==> src/rtl/maze_pkg.sv <==
// maze_pkg: shared maze geometry, cell codes and arbiter state encoding
package maze_pkg;
    localparam int MAZE_AW = 6;
    localparam int MAZE_DW = 2;
    localparam logic [MAZE_DW-1:0] CELL_PATH   = 2'b00;
    localparam logic [MAZE_DW-1:0] CELL_WALL   = 2'b01;
    localparam logic [MAZE_DW-1:0] CELL_PLAYER = 2'b10;
    localparam logic [MAZE_DW-1:0] CELL_EXIT   = 2'b11;
    typedef enum logic [1:0] {
        ST_IDLE,
        ST_ACCESS,
        ST_WAIT,
        ST_ACK
    } arb_state_t;
endpackage

==> src/rtl/maze_mem_arbiter.sv <==
// maze_mem_arbiter: shares the single-port maze memory between the game controller and display scanner
module maze_mem_arbiter
    import maze_pkg::*;
#(
    parameter int AW          = MAZE_AW,
    parameter int DW          = MAZE_DW,
    parameter int RD_LAT      = 1,
    parameter int C_BURST_MAX = 4
) (
    input  logic          clk,
    input  logic          rst,
    input  logic          freeze,
    input  logic          c_req,
    input  logic          c_we,
    input  logic [AW-1:0] c_addr,
    input  logic [DW-1:0] c_wdata,
    output logic          c_ack,
    output logic          c_err,
    output logic [DW-1:0] c_rdata,
    input  logic          d_req,
    input  logic [AW-1:0] d_addr,
    output logic          d_ack,
    output logic [DW-1:0] d_rdata,
    output logic [AW-1:0] mem_addr,
    output logic          mem_we,
    output logic [DW-1:0] mem_wdata,
    input  logic [DW-1:0] mem_rdata,
    output logic          busy
);
    localparam int WCW = (RD_LAT > 1) ? $clog2(RD_LAT) : 1;
    localparam int BCW = $clog2(C_BURST_MAX + 1);

    arb_state_t     r_state;
    logic           r_owner_d;
    logic           r_err;
    logic [WCW-1:0] r_wait;
    logic [BCW-1:0] r_burst;
    logic           w_burst_full;
    logic           w_grant_c;

    assign w_burst_full = (r_burst == BCW'(C_BURST_MAX));
    assign w_grant_c    = c_req && !(d_req && w_burst_full);
    assign busy         = (r_state != ST_IDLE);

    // Access sequencer: arbitrate in IDLE, drive memory in ACCESS, wait out read latency, pulse ack
    always_ff @(posedge clk or posedge rst) begin
        if (rst) begin
            r_state   <= ST_IDLE;
            r_owner_d <= 1'b0;
            r_err     <= 1'b0;
            r_wait    <= '0;
            r_burst   <= '0;
            mem_addr  <= '0;
            mem_we    <= 1'b0;
            mem_wdata <= '0;
            c_ack     <= 1'b0;
            c_err     <= 1'b0;
            c_rdata   <= '0;
            d_ack     <= 1'b0;
            d_rdata   <= '0;
        end else begin
            c_ack <= 1'b0;
            c_err <= 1'b0;
            d_ack <= 1'b0;
            unique case (r_state)
                ST_IDLE: begin
                    if (!d_req) r_burst <= '0;
                    if (w_grant_c) begin
                        r_state   <= ST_ACCESS;
                        r_owner_d <= 1'b0;
                        mem_addr  <= c_addr;
                        mem_wdata <= c_wdata;
                        mem_we    <= c_we && !freeze;
                        r_err     <= c_we && freeze;
                        if (d_req && !w_burst_full) r_burst <= r_burst + BCW'(1);
                    end else if (d_req) begin
                        r_state   <= ST_ACCESS;
                        r_owner_d <= 1'b1;
                        mem_addr  <= d_addr;
                        mem_we    <= 1'b0;
                        r_err     <= 1'b0;
                        r_burst   <= '0;
                    end
                end
                ST_ACCESS: begin
                    mem_we  <= 1'b0;
                    r_wait  <= WCW'(RD_LAT - 1);
                    r_state <= ST_WAIT;
                end
                ST_WAIT: begin
                    if (r_wait == '0) begin
                        r_state <= ST_ACK;
                        if (r_owner_d) begin
                            d_ack   <= 1'b1;
                            d_rdata <= mem_rdata;
                        end else begin
                            c_ack   <= 1'b1;
                            c_err   <= r_err;
                            c_rdata <= mem_rdata;
                        end
                    end else begin
                        r_wait <= r_wait - WCW'(1);
                    end
                end
                default: r_state <= ST_IDLE;
            endcase
        end
    end
endmodule

==> config.mk <==
export PLATFORM = sky130hd
export DESIGN_NAME = maze_mem_arbiter
export DESIGN_NICKNAME = d
export VERILOG_FILES = /design/src/rtl/maze_pkg.sv /design/src/rtl/maze_mem_arbiter.sv
export SDC_FILE = /design/constraint.sdc
export NUM_CORES = 1
export LEC_CHECK = 0
export CORE_MARGIN = 1.5
export CORE_UTILIZATION = 40
export DETAILED_ROUTE_END_ITERATION = 6
export GPL_TIMING_DRIVEN = 0
export PLACE_DENSITY = 0.72
export SYNTH_ARGS = -nofsm -noshare
export SYNTH_HDL_FRONTEND = slang
export SYNTH_SLANG_ARGS = --single-unit
==> constraint.sdc <==
create_clock -name clk -period 2.4 [get_ports clk]
set_input_delay 0.24 -clock clk [delete_from_list [all_inputs] [get_ports clk]]
set_output_delay 0.24 -clock clk [all_outputs]
set_load 0.05 [all_outputs]
---- Yosys cells after proc, flatten, opt, wreduce, memory -nomap -nowiden ----
Index checks and enable logic that the tools add are counted.
storage, ports and cells
  input bits .............................. 22
  word-level logic and storage cells ...... 68
  flip-flop bits (word level) ............. 24
  output and inout bits ................... 17
cells by class
  equal/unequal tests ..................... 5
  multiplexer cells ....................... 27
  $add $sub $neg .......................... 2
  reduce and logical (&&, ||, !) cells .... 19
  bitwise gates (word level) .............. 2
operators with widths
  kind                                            number
  two-way mux 1 bit                               15
  two-way mux 3 bit                               4
  two-way mux 6 bit                               2
  AND reduction 2 bit                             4
  nonzero test 2 bit                              4
  two-way mux 2 bit                               3
  case mux 2 bit (3 select lines)                 1
  AND reduction 3 bit                             2
  logical AND 1 bit                               5
  case mux 1 bit (2 select lines)                 2
  adder 3 x 1 -> 3 bit (second input constant)    1
  == test 3 bit (second input constant)           1
  logical NOT 1 bit                               3
  != test 3 bit (second input constant)           1
  == test 2 x 1 -> 1 bit (second input constant)  1
  == test 2 bit (second input constant)           1
  logical NOT 2 bit                               1
  != test 2 bit (second input constant)           1
  inverter 1 bit                                  2
  subtractor 1 bit (second input constant)        1

---- Logic depth before layout (Yosys ltp) ----
Gate-level depths: netlist of run 1.
  depth after elaboration ................. 6
  gate-level depth with buffers ........... 6
  mapped depth without buffers ............ 5

---- Worst setup path before layout of run 1 ----
No wires, ideal clock.
  kind .................................... register -> register
  start ................................... register r_state[0]
  end ..................................... register r_burst[0]
  required time ........................... 2.324 ns
  arrival time ............................ 1.534 ns
  setup time .............................. 0.076 ns
  buffers on the path ..................... 1
  cell stages (with the launch flop) ...... 7
  setup slack ............................. 0.790 ns
  clock period less this slack ............ 1.610 ns
  cells stage by stage .................... dfrtp_1 > inv_1 > ha_1 > buf_6 > inv_1 > or4b_1 > o21ai_1
between the ends
  word-level cells in the longest chain between the ends .. 1
RTL lines
  element                 RTL line                source
  from (decl)             maze_mem_arbiter.sv:33  arb_state_t r_state;
  from (signal assigned)  maze_mem_arbiter.sv:48  r_state <= ST_IDLE;
  from (signal assigned)  maze_mem_arbiter.sv:69  r_state <= ST_ACCESS;
  from (signal assigned)  maze_mem_arbiter.sv:77  r_state <= ST_ACCESS;
  logical NOT 2 bit       maze_mem_arbiter.sv:65  unique case (r_state)
  to (signal assigned)    maze_mem_arbiter.sv:75  if (d_req && !w_burst_full) r_burst <= r_burst + BCW'(1);
  to (decl)               maze_mem_arbiter.sv:37  logic [BCW-1:0] r_burst;
Every way passes these cells.
A chain may end at the register's enable or synchronous reset.

---- Worst setup path after layout of run 1 ----
  start ................................... register r_state[0]
  end ..................................... output port busy
between the ends
  word-level cells in the longest chain between the ends .. 1
RTL lines
  element             RTL line                source
  nonzero test 2 bit  maze_mem_arbiter.sv:43  assign busy = (r_state != ST_IDLE);
  to (decl)           maze_mem_arbiter.sv:28  output logic busy
Every way passes these cells.

==> impl_metrics.toml, run 1 <==
[place]
place.gp.congestion = 0.6956
portBuffers = 38
dp.final_hpwl_mm = 1.921
dpl.cell_count = 168
place_area_um2 = 1531

[clocking]
cts_made_buffers = 3
post_cts_buffers = 0
clkTransAtPathRegs_ns = 0.12
clockRootBuffer = "clkbuf_4"
hold_buffers = 0
clockBufferDepth = 2
cts_resized = 0
cts.sinks = 23
clock_latency_ns = 0.30
cts_tree = "done"
htree_num_levels = 1

[timing]
finalCritPeriodShare = 0.9254
setup_viol = 0
min_period_ns = 2.221
hold_viol_final = 0
max-slew-margin-rel = 0.4223
drv_slew = 0
rsz0062_at_grt = "no"
max_freq_mhz = 450.3
fin_skew_ns = 0.0007584
worst_slew_pin_slew_ns = 0.8656
finalSetupTns_ns = 0

[route]
dr.pass1.iters = 3
ant_nets = 0
post_drt_via_cell_ratio = 5.291
drt_iter0_markers = 9
wirelength_mm = 2.487
drcViolationCount = 0
wire_per_inst_um = 14.46
vias = 910

[logic_synthesis]
synth_top_area_cell = "dfrtp_1"
synth_common_cells = "dfrtp_1, nand2_1, inv_1"
ys_async_sr_fraction = 1.000
synth_fp_nets = 127
ys.flop_type = "dfrtp_1"
synth.cell_area_um2 = 1114
synth_most_common_cell = "dfrtp_1"
yosys-top-cells-area = "dfrtp_1, mux2_2, o211ai_2"
synth_edf_count = 0
synthesis.instances = 100
synth_top_area_frac = 0.5169
yosys_warnings = 0
ys_seq_elements = 23
ys_seq_area_frac = 0.5169
syn_area_per_cell_um2 = 11.14
synth_cell_types = 28

[critical_path]
end_kind = "output port"
cp_common_cell = "inv_1"
setup.worst_path.class = "flip-flop to output port"
worstReg2RegEnd = "mem_wdata[0]"
crit_start = "r_state[0]"
worst-path-buf-inv = 4
critical_path_required_ns = 2.16
ff2ff_setup_slack_ns = 0.79
critPathMaxFanout = 10
critPathSlowestCell = "clkdlybuf4s50_1"
reg2regPathDepth = 5
r2r-start = "r_burst[0]"
worstPathCellList = "inv_1 -> ha_1 -> buf_6 -> inv_1 -> clkdlybuf4s50_1"
cpPeakStageDelay_ns = 0.80
path_delay_family = "buffers and inverters"
start_kind = "flip-flop"
arrival_ns = 1.98

[grt]
grt_pass1_wl_mm = 4.319
grt_pass1_vias = 971
gr-total-overflow = 0
grt_usage = 0.1723
antenna_found_initial = 0
grt_max_degree = 24

[final_layout]
area_growth_pct = 40.00
fillCellCount = 217
layout.cells.non_filler = 172
antennaDiodeCount = 0
final_nets = 170
drive_gt1_frac = 0.1690
utilization = 0.6126
fin_area_um2 = 1559

[power]
ir_drop_mv = 0.8559
power_uw = 2112
power_leakage_uw = 0.0006927
cellPowerDensity_nw_per_um2 = 1355

[min_path]
hp-class = "primary input to asynchronous set/reset pin"

[floorplan]
num_io_pins = 39
fp.dieW_um = 55.76
core-area_um2 = 2545
floorplan.rows = 18
dieHeight_um = 55.76
start_util = 0.4376
die_area_um2 = 3109

[run]
drv_cap = 0

[run_status]
status = "completed"
==> worst max path at each step <==
stage | end | slack [ns] | cells past startpoint
detailed placement | busy | 0.52 | 5
finish | busy | 0.18 | 5
global route | busy | 0.09 | 5
global placement | busy | 0.56 | 5
floorplan | r_burst[0] | 0.79 | 6
CTS | busy | 0.16 | 5
==> state kept, by name, summed over array words and instances, names as in the netlist <==
register / cells
r_state: 2
d_ack: 1
r_burst: 3
mem_addr: 6
c_rdata: 2
c_err: 1
mem_we: 1
c_ack: 1
r_owner_d: 1
mem_wdata: 2
r_err: 1
d_rdata: 2
==> through the flow <==
stage               hold slack, ns  worst slack, ns
detailed placement          0.4768           0.5204
CTS                         0.4374           0.1579
finish                      0.4079           0.1791
global placement            0.4599           0.5616
floorplan                   0.2419           0.7897
global route                0.4993          0.08787
==> area by class of cell <==
cell class | instances | area (µm²) | area share
clock buffer | 3 | 22.52 | 0.01445
timing repair buffer | 38 | 380.4 | 0.2440
clock inverter | 1 | 5.005 | 0.003210
inverter | 8 | 30.03 | 0.01926
multi-input combinational | 65 | 473.0 | 0.3034
tap | 30 | 37.54 | 0.02408
sequential | 23 | 575.6 | 0.3692
buffer | 4 | 35.03 | 0.02247
==> cell families (layout without fill, tap and decap cells) <==
family                   Yosys count  in the layout  share of synthesized area
AO/OA/AOI/OAI                     16             16                     0.1270
adder cells (fa/ha/maj)            5              5                    0.05618
buffers and inverters             12             54                    0.05842
flip-flops                        23             23                     0.5169
multiplexers                       7              7                    0.07079
AND/OR/NAND/NOR                   37             37                     0.1708
==> cells in the final DEF, fill, tap and decap left out, types with 3 or more instances in the layout <==
master and n:
clkbuf_4 3, clkdlybuf4s50_1 38, dfrtp_1 23, ha_1 5
inv_1 8, mux2_2 7, nand2_1 18, nand4_1 7
o211ai_2 6
==> power breakdown <==
part           total [µW]  switching, µW  internal [µW]
registers             653           93.4            559
clock network         175            113           62.1
logic                1280            806            479
total                2110           1010           1100
==> per-layer routing <==
metal | share of wire | routed length (µm) | GRT usage
met5 | 0 | 0 | 0
met1 | 0.46 | 1140 | 0.2194
met4 | 0.0060 | 15 | 0.04181
met3 | 0.051 | 128 | 0.02791
met2 | 0.48 | 1203 | 0.3044
No activity file was read; power rests on OpenSTA's default activity.
==> run 2: changes to the inputs <==
--- a/config.mk
+++ b/config.mk
@@ -5,11 +5,14 @@
 export SDC_FILE = /design/constraint.sdc
 export NUM_CORES = 1
 export LEC_CHECK = 0
-export CORE_MARGIN = 1.5
-export CORE_UTILIZATION = 40
+export CELL_PAD_IN_SITES_DETAIL_PLACEMENT = 1
+export CELL_PAD_IN_SITES_GLOBAL_PLACEMENT = 2
+export CORE_MARGIN = 2
+export CORE_UTILIZATION = 29
 export DETAILED_ROUTE_END_ITERATION = 6
 export GPL_TIMING_DRIVEN = 0
-export PLACE_DENSITY = 0.72
+export PLACE_DENSITY_LB_ADDON = 0.1
+export REMOVE_ABC_BUFFERS = 1
 export SYNTH_ARGS = -nofsm -noshare
 export SYNTH_HDL_FRONTEND = slang
 export SYNTH_SLANG_ARGS = --single-unit
==> run 2 against run 1 <==
  * Utilization is 19 points lower
  * Die area increased by 40%
  * Clock power rose by 37%
  * Final cell count increased by 8.1%
  * Critical endpoint unchanged
  * Critical path type unchanged
  * Sequential cell count unchanged
  * Hold slack better by 0.074 ns
  * Routed wire length rose by 6.9%
  * Combinational power about the same
  * Sequential power about the same
==> impl_metrics.toml, run 2 (synthesis gave the netlist of run 1 again) <==
[run_status]
status = "completed"

[power]
cellPowerDensity_nw_per_um2 = 1381
power_leakage_uw = 0.0006773
power_uw = 2166
ir_drop_mv = 0.4829

[timing]
finalCritPeriodShare = 0.9321
finalSetupTns_ns = 0
rsz0062_at_grt = "no"
min_period_ns = 2.237
max_freq_mhz = 447.0
worst_slew_pin_slew_ns = 0.9133
holdWs_ns = 0.4816
drv_slew = 0
setup_viol = 0
hold_viol_final = 0
max-slew-margin-rel = 0.3905
fin_skew_ns = 0.003597

[final_layout]
register_area_um2 = 575.6
area_growth_pct = 40.79
final_common_cell = "clkdlybuf4s50_1"
antennaDiodeCount = 0
top_register = "mem_addr"
largestRegisters = "mem_addr: 6 flops, r_burst: 3 flops"
utilization = 0.4250
final_nets = 166
layout_common_cells = "clkdlybuf4s50_1, dfrtp_1, nand2_1"
multi_input_area_um2 = 475.5
largest_register_ffs = 6
fillCellCount = 436
drive_gt1_frac = 0.1522
layout.cells.non_filler = 186

[floorplan]
fp.dieW_um = 65.97
dieHeight_um = 65.97
start_util = 0.3019
num_io_pins = 39
floorplan.rows = 22
die_area_um2 = 4351
core-area_um2 = 3689

[grt]
grt_pass1_wl_mm = 4.533
grt_pass1_vias = 1000
gr-total-overflow = 0
antenna_found_initial = 0
grt_max_degree = 24
grt_usage = 0.1353

[critical_path]
setup.worst_path.class = "flip-flop to output port"
cp_common_cell = "inv_1"
worst-path-buf-inv = 3
arrival_ns = 2.00
crit_start = "r_state[0]"
reg2regPathDepth = 5
critPathMaxFanout = 19
critPathSlowestCell = "clkdlybuf4s50_1"
critical_path_required_ns = 2.16
cpPeakStageDelay_ns = 0.71
path_delay_family = "buffers and inverters"
end_kind = "output port"
worstReg2RegEnd = "r_burst[0]"
start_kind = "flip-flop"
worstPathCellList = "inv_1 -> ha_2 -> inv_1 -> clkdlybuf4s50_1"
r2r-start = "r_state[0]"
ff2ff_setup_slack_ns = 0.71

[place]
portBuffers = 38
dp.final_hpwl_mm = 1.964
place.gp.congestion = 0.6481
dpl.cell_count = 182

[route]
drt_iter0_markers = 21
post_drt_via_cell_ratio = 4.694
wirelength_mm = 2.659
vias = 873
ant_nets = 0
drcViolationCount = 0
wire_per_inst_um = 14.30
dr.pass1.iters = 3

[clocking]
cts_made_buffers = 3
clockRootBuffer = "clkbuf_8"
clockBufferDepth = 2
clock_latency_ns = 0.26
htree_num_levels = 1
clkTransAtPathRegs_ns = 0.08
cts.sinks = 23
cts_tree = "done"

[min_path]
hp-class = "primary input to asynchronous set/reset pin"

[run]
drv_cap = 0
## run 2: cell types whose count changed in the layout (fill, tap and decap cells not counted)
cell / previous run / this run
buf_4: 1 / 0
ha_1: 5 / 4
ha_2: 0 / 1
clkbuf_4: 3 / 0
buf_2: 1 / 0
buf_6: 2 / 0
clkbuf_8: 0 / 3
## run 2: metal layers
metal  up-vias  track usage  part of all wire
met1       431       0.1774              0.44
met3         2      0.01874             0.036
met2        19       0.2285              0.51
met5         -            0                 0
li1        421            -                 -
met4         0      0.04592            0.0083
## run 2: worst reg2reg max path: cells and delay by family, from the launching register on
kind / cells / cell delay, ns
simple gates: 1 / 0.50
flops: 1 / 0.39
buf+inv: 2 / 0.22
compound gates: 1 / 0.09
fa+ha+maj: 1 / 0.42
## run 2: metrics by stage
step | cell area, µm² | setup slack, ns
after floorplan | 1079 | 0.4681
after global placement | 1519 | 0.2582
after detailed placement | 1519 | 0.2078
after CTS | 1568 | 0.1400
after global routing | 1568 | 0.03444
final | 1568 | 0.1628
## run 2: report_power, final
group	leakage (µW)	internal, µW	total [µW]	switching (µW)
registers	0.000287	561	654	93.6
clock network	0.0000255	116	239	124
logic	0.000365	462	1270	810
total	0.000677	1140	2170	1030
## run 2: worst max-delay path by stage
stage	end	slack [ns]	cells past startpoint
after floorplan	r_burst[0]	0.47	5
after global placement	busy	0.26	4
after detailed placement	busy	0.21	4
after CTS	busy	0.14	4
after global routing	busy	0.03	4
final	busy	0.16	4
## run 2: area by class of cell
class | count | share of cell area
Clock buffer | 3 | 0.02634
Timing Repair Buffer | 38 | 0.2426
Clock inverter | 1 | 0.003192
Tap cell | 48 | 0.03831
Multi-Input combinational cell | 65 | 0.3033
Inverter | 8 | 0.01915
Sequential cell | 23 | 0.3671
## run 2: repair_timing
| action | CTS | global route |
|---|---|---|
| hold buffers | 0 | 0 |
| resized for setup | 1 | 0 |
| buffers inserted | 0 | 0 |
| setup endpoints to repair | 1 | 0 |
==> run 3: changes to the inputs <==
--- a/config.mk
+++ b/config.mk
@@ -8,7 +8,8 @@
 export CELL_PAD_IN_SITES_DETAIL_PLACEMENT = 1
 export CELL_PAD_IN_SITES_GLOBAL_PLACEMENT = 2
 export CORE_MARGIN = 2
-export CORE_UTILIZATION = 29
+export CORE_UTILIZATION = 30
+export CTS_BUF_LIST = sky130_fd_sc_hd__clkbuf_4
 export DETAILED_ROUTE_END_ITERATION = 6
 export GPL_TIMING_DRIVEN = 0
 export PLACE_DENSITY_LB_ADDON = 0.1
==> run 3 against run 2 <==
  * Sequential share of layout area increased by 0.38 points
  * Combinational power about the same
  * Final cell count unchanged
  * Fmax increased by 19%
  * Clock power decreased by 26%
  * Design area decreased by 1.0%
  * Via count decreased by 0.23%
  * Sequential power decreased by 1%
  * Register-to-register slack improved by 0.02 ns
  * Die area decreased by 3.1%
  * Non-clock buffer count unchanged
  * Critical path type unchanged
  * Critical endpoint unchanged
==> impl_metrics.toml, run 3 (synthesis gave the netlist of run 1 again) <==
[critical_path]
start_kind = "flip-flop"
arrival_ns = 1.65
cp_common_cell = "inv_1"
crit_start = "r_state[0]"
worstPathCellList = "inv_1 -> ha_2 -> inv_1 -> dlymetal6s2s_1"
ff2ff_setup_slack_ns = 0.73
cp-endpoint = "busy"
critical_path_required_ns = 2.16
critPathMaxFanout = 19
cp_num_cells = 4
worst-path-buf-inv = 3
end_kind = "output port"
reg2regPathDepth = 5
cpPeakStageDelay_ns = 0.42
critPathSlowestCell = "ha_2"
r2r-start = "r_state[0]"
path_delay_family = "buffers and inverters"
worstReg2RegEnd = "r_burst[0]"
setup.worst_path.class = "flip-flop to output port"

[timing]
max-slew-margin-rel = 0.4137
fin_skew_ns = 0.003709
hold_viol_final = 0
finalSetupTns_ns = 0
worst_slew_pin_slew_ns = 0.8784
max_freq_mhz = 530.0
min_period_ns = 1.887
drv_slew = 0
finalCritPeriodShare = 0.7862
rsz0062_at_grt = "no"
setup_viol = 0

[power]
p_comb_frac = 0.606
power_leakage_uw = 0.0006744
p_sw_uw = 1007
ir_drop_mv = 0.5798
sequentialPowerShare = 0.310
power_uw = 2089
switching_share = 0.4821
cellPowerDensity_nw_per_um2 = 1346
p_int_uw = 1082
clockPowerShare = 0.084

[grt]
grt_usage = 0.1303
antenna_found_initial = 0
grt_most_used_layer = "met2"
grt_pass1_wl_mm = 4.195
grtUsageMet3 = 0.02083
gr-total-overflow = 0
use_met1 = 0.1619
use_met2 = 0.2268
grt_max_degree = 24
grt_pass1_vias = 895

[place]
dp.final_hpwl_mm = 1.823
place.gp.congestion = 0.6703
dpl.cell_count = 182
portBuffers = 38

[floorplan]
dieHeight_um = 64.93
floorplan.rows = 22
num_io_pins = 39
core-area_um2 = 3606
start_util = 0.3088
die_area_um2 = 4215
fp.dieW_um = 64.93

[clocking]
clockRootBuffer = "clkbuf_4"
htree_num_levels = 1
clockBufferDepth = 2
post_cts_buffers = 0
cts_made_buffers = 3
cts_tree = "done"
hold_buffers = 0
clkTransAtPathRegs_ns = 0.12
cts.sinks = 23
clock_latency_ns = 0.31

[final_layout]
top_register = "mem_addr"
drive_gt1_frac = 0.1522
layout_common_cells = "clkdlybuf4s50_1, dfrtp_1, nand2_1"
antennaDiodeCount = 0
area_growth_pct = 39.33
utilization = 0.4303
final_nets = 166
final_common_cell = "clkdlybuf4s50_1"
largestRegisters = "mem_addr: 6 flops, r_burst: 3 flops"
largest_register_ffs = 6
layout.cells.non_filler = 186

[run_status]
status = "completed"

[route]
drcViolationCount = 0
wirelength_mm = 2.480
vias = 871
wire_per_inst_um = 13.33
drt_iter0_markers = 5
ant_nets = 0
post_drt_via_cell_ratio = 4.683
dr.pass1.iters = 2

[run]
drv_cap = 0

[min_path]
hp-class = "primary input to asynchronous set/reset pin"
-- run 3: cell types whose count changed in the layout (fill, tap and decap cells not counted) --
cell / change
clkbuf_4: +3
clkbuf_8: -3
clkdlybuf4s50_1: -1
dlymetal6s2s_1: +1
-- run 3: power by group through the flow --
stage               combinational (µW)  sequential [µW]  clock (µW)
detailed placement                1280              657           0
global route                      1360              672         203
finish                            1270              647         176
CTS                               1290              651         189
floorplan                          436             1080           0
global placement                  1260              650           0
-- run 3: metal layers --
metal | vias to the layer above | part of all wire
li1 | 426 | -
met1 | 423 | 0.44
met2 | 18 | 0.51
met3 | 4 | 0.036
met4 | 0 | 0.012
met5 | - | 0
-- run 3: worst min path at each step --
stage	end	slack, ns
2_1_floorplan	c_ack	0.24
3_3_place_gp	r_err	0.46
3_5_place_dp	mem_addr[5]	0.47
4_1_cts	mem_addr[1]	0.43
5_1_grt	mem_addr[4]	0.47
6_report	mem_addr[1]	0.40
-- run 3: per-stage QoR --
stage	hold slack (ns)	area [µm²]	worst slack, ns
floorplan	0.2419	1079	0.4681
global placement	0.4616	1519	0.2329
detailed placement	0.4735	1519	0.2275
CTS	0.4283	1549	0.09027
global route	0.4741	1551	0.3997
finish	0.4014	1551	0.5131
-- run 3: worst reg2reg max path, stage by stage, from the launching register on --
cell and delay [ns]:
dfrtp_1 0.41, inv_1 0.10, ha_2 0.42, inv_1 0.09, or4b_1 0.51, o21ai_1 0.08
-- run 3: timing repair --
action / in CTS / in global routing
gates resized for setup: 1 / 1
endpoints found under the setup margin: 1 / 1
pin swaps: 0 / 0
-- run 3: final cells by class --
type	instances	area (µm²)
timing repair buffer	38	382.9
tap	48	60.06
fill	422	2054
sequential	23	575.6
clock buffer	3	22.52
inverter	8	30.03
multi-input combinational	65	475.5
clock inverter	1	5.005
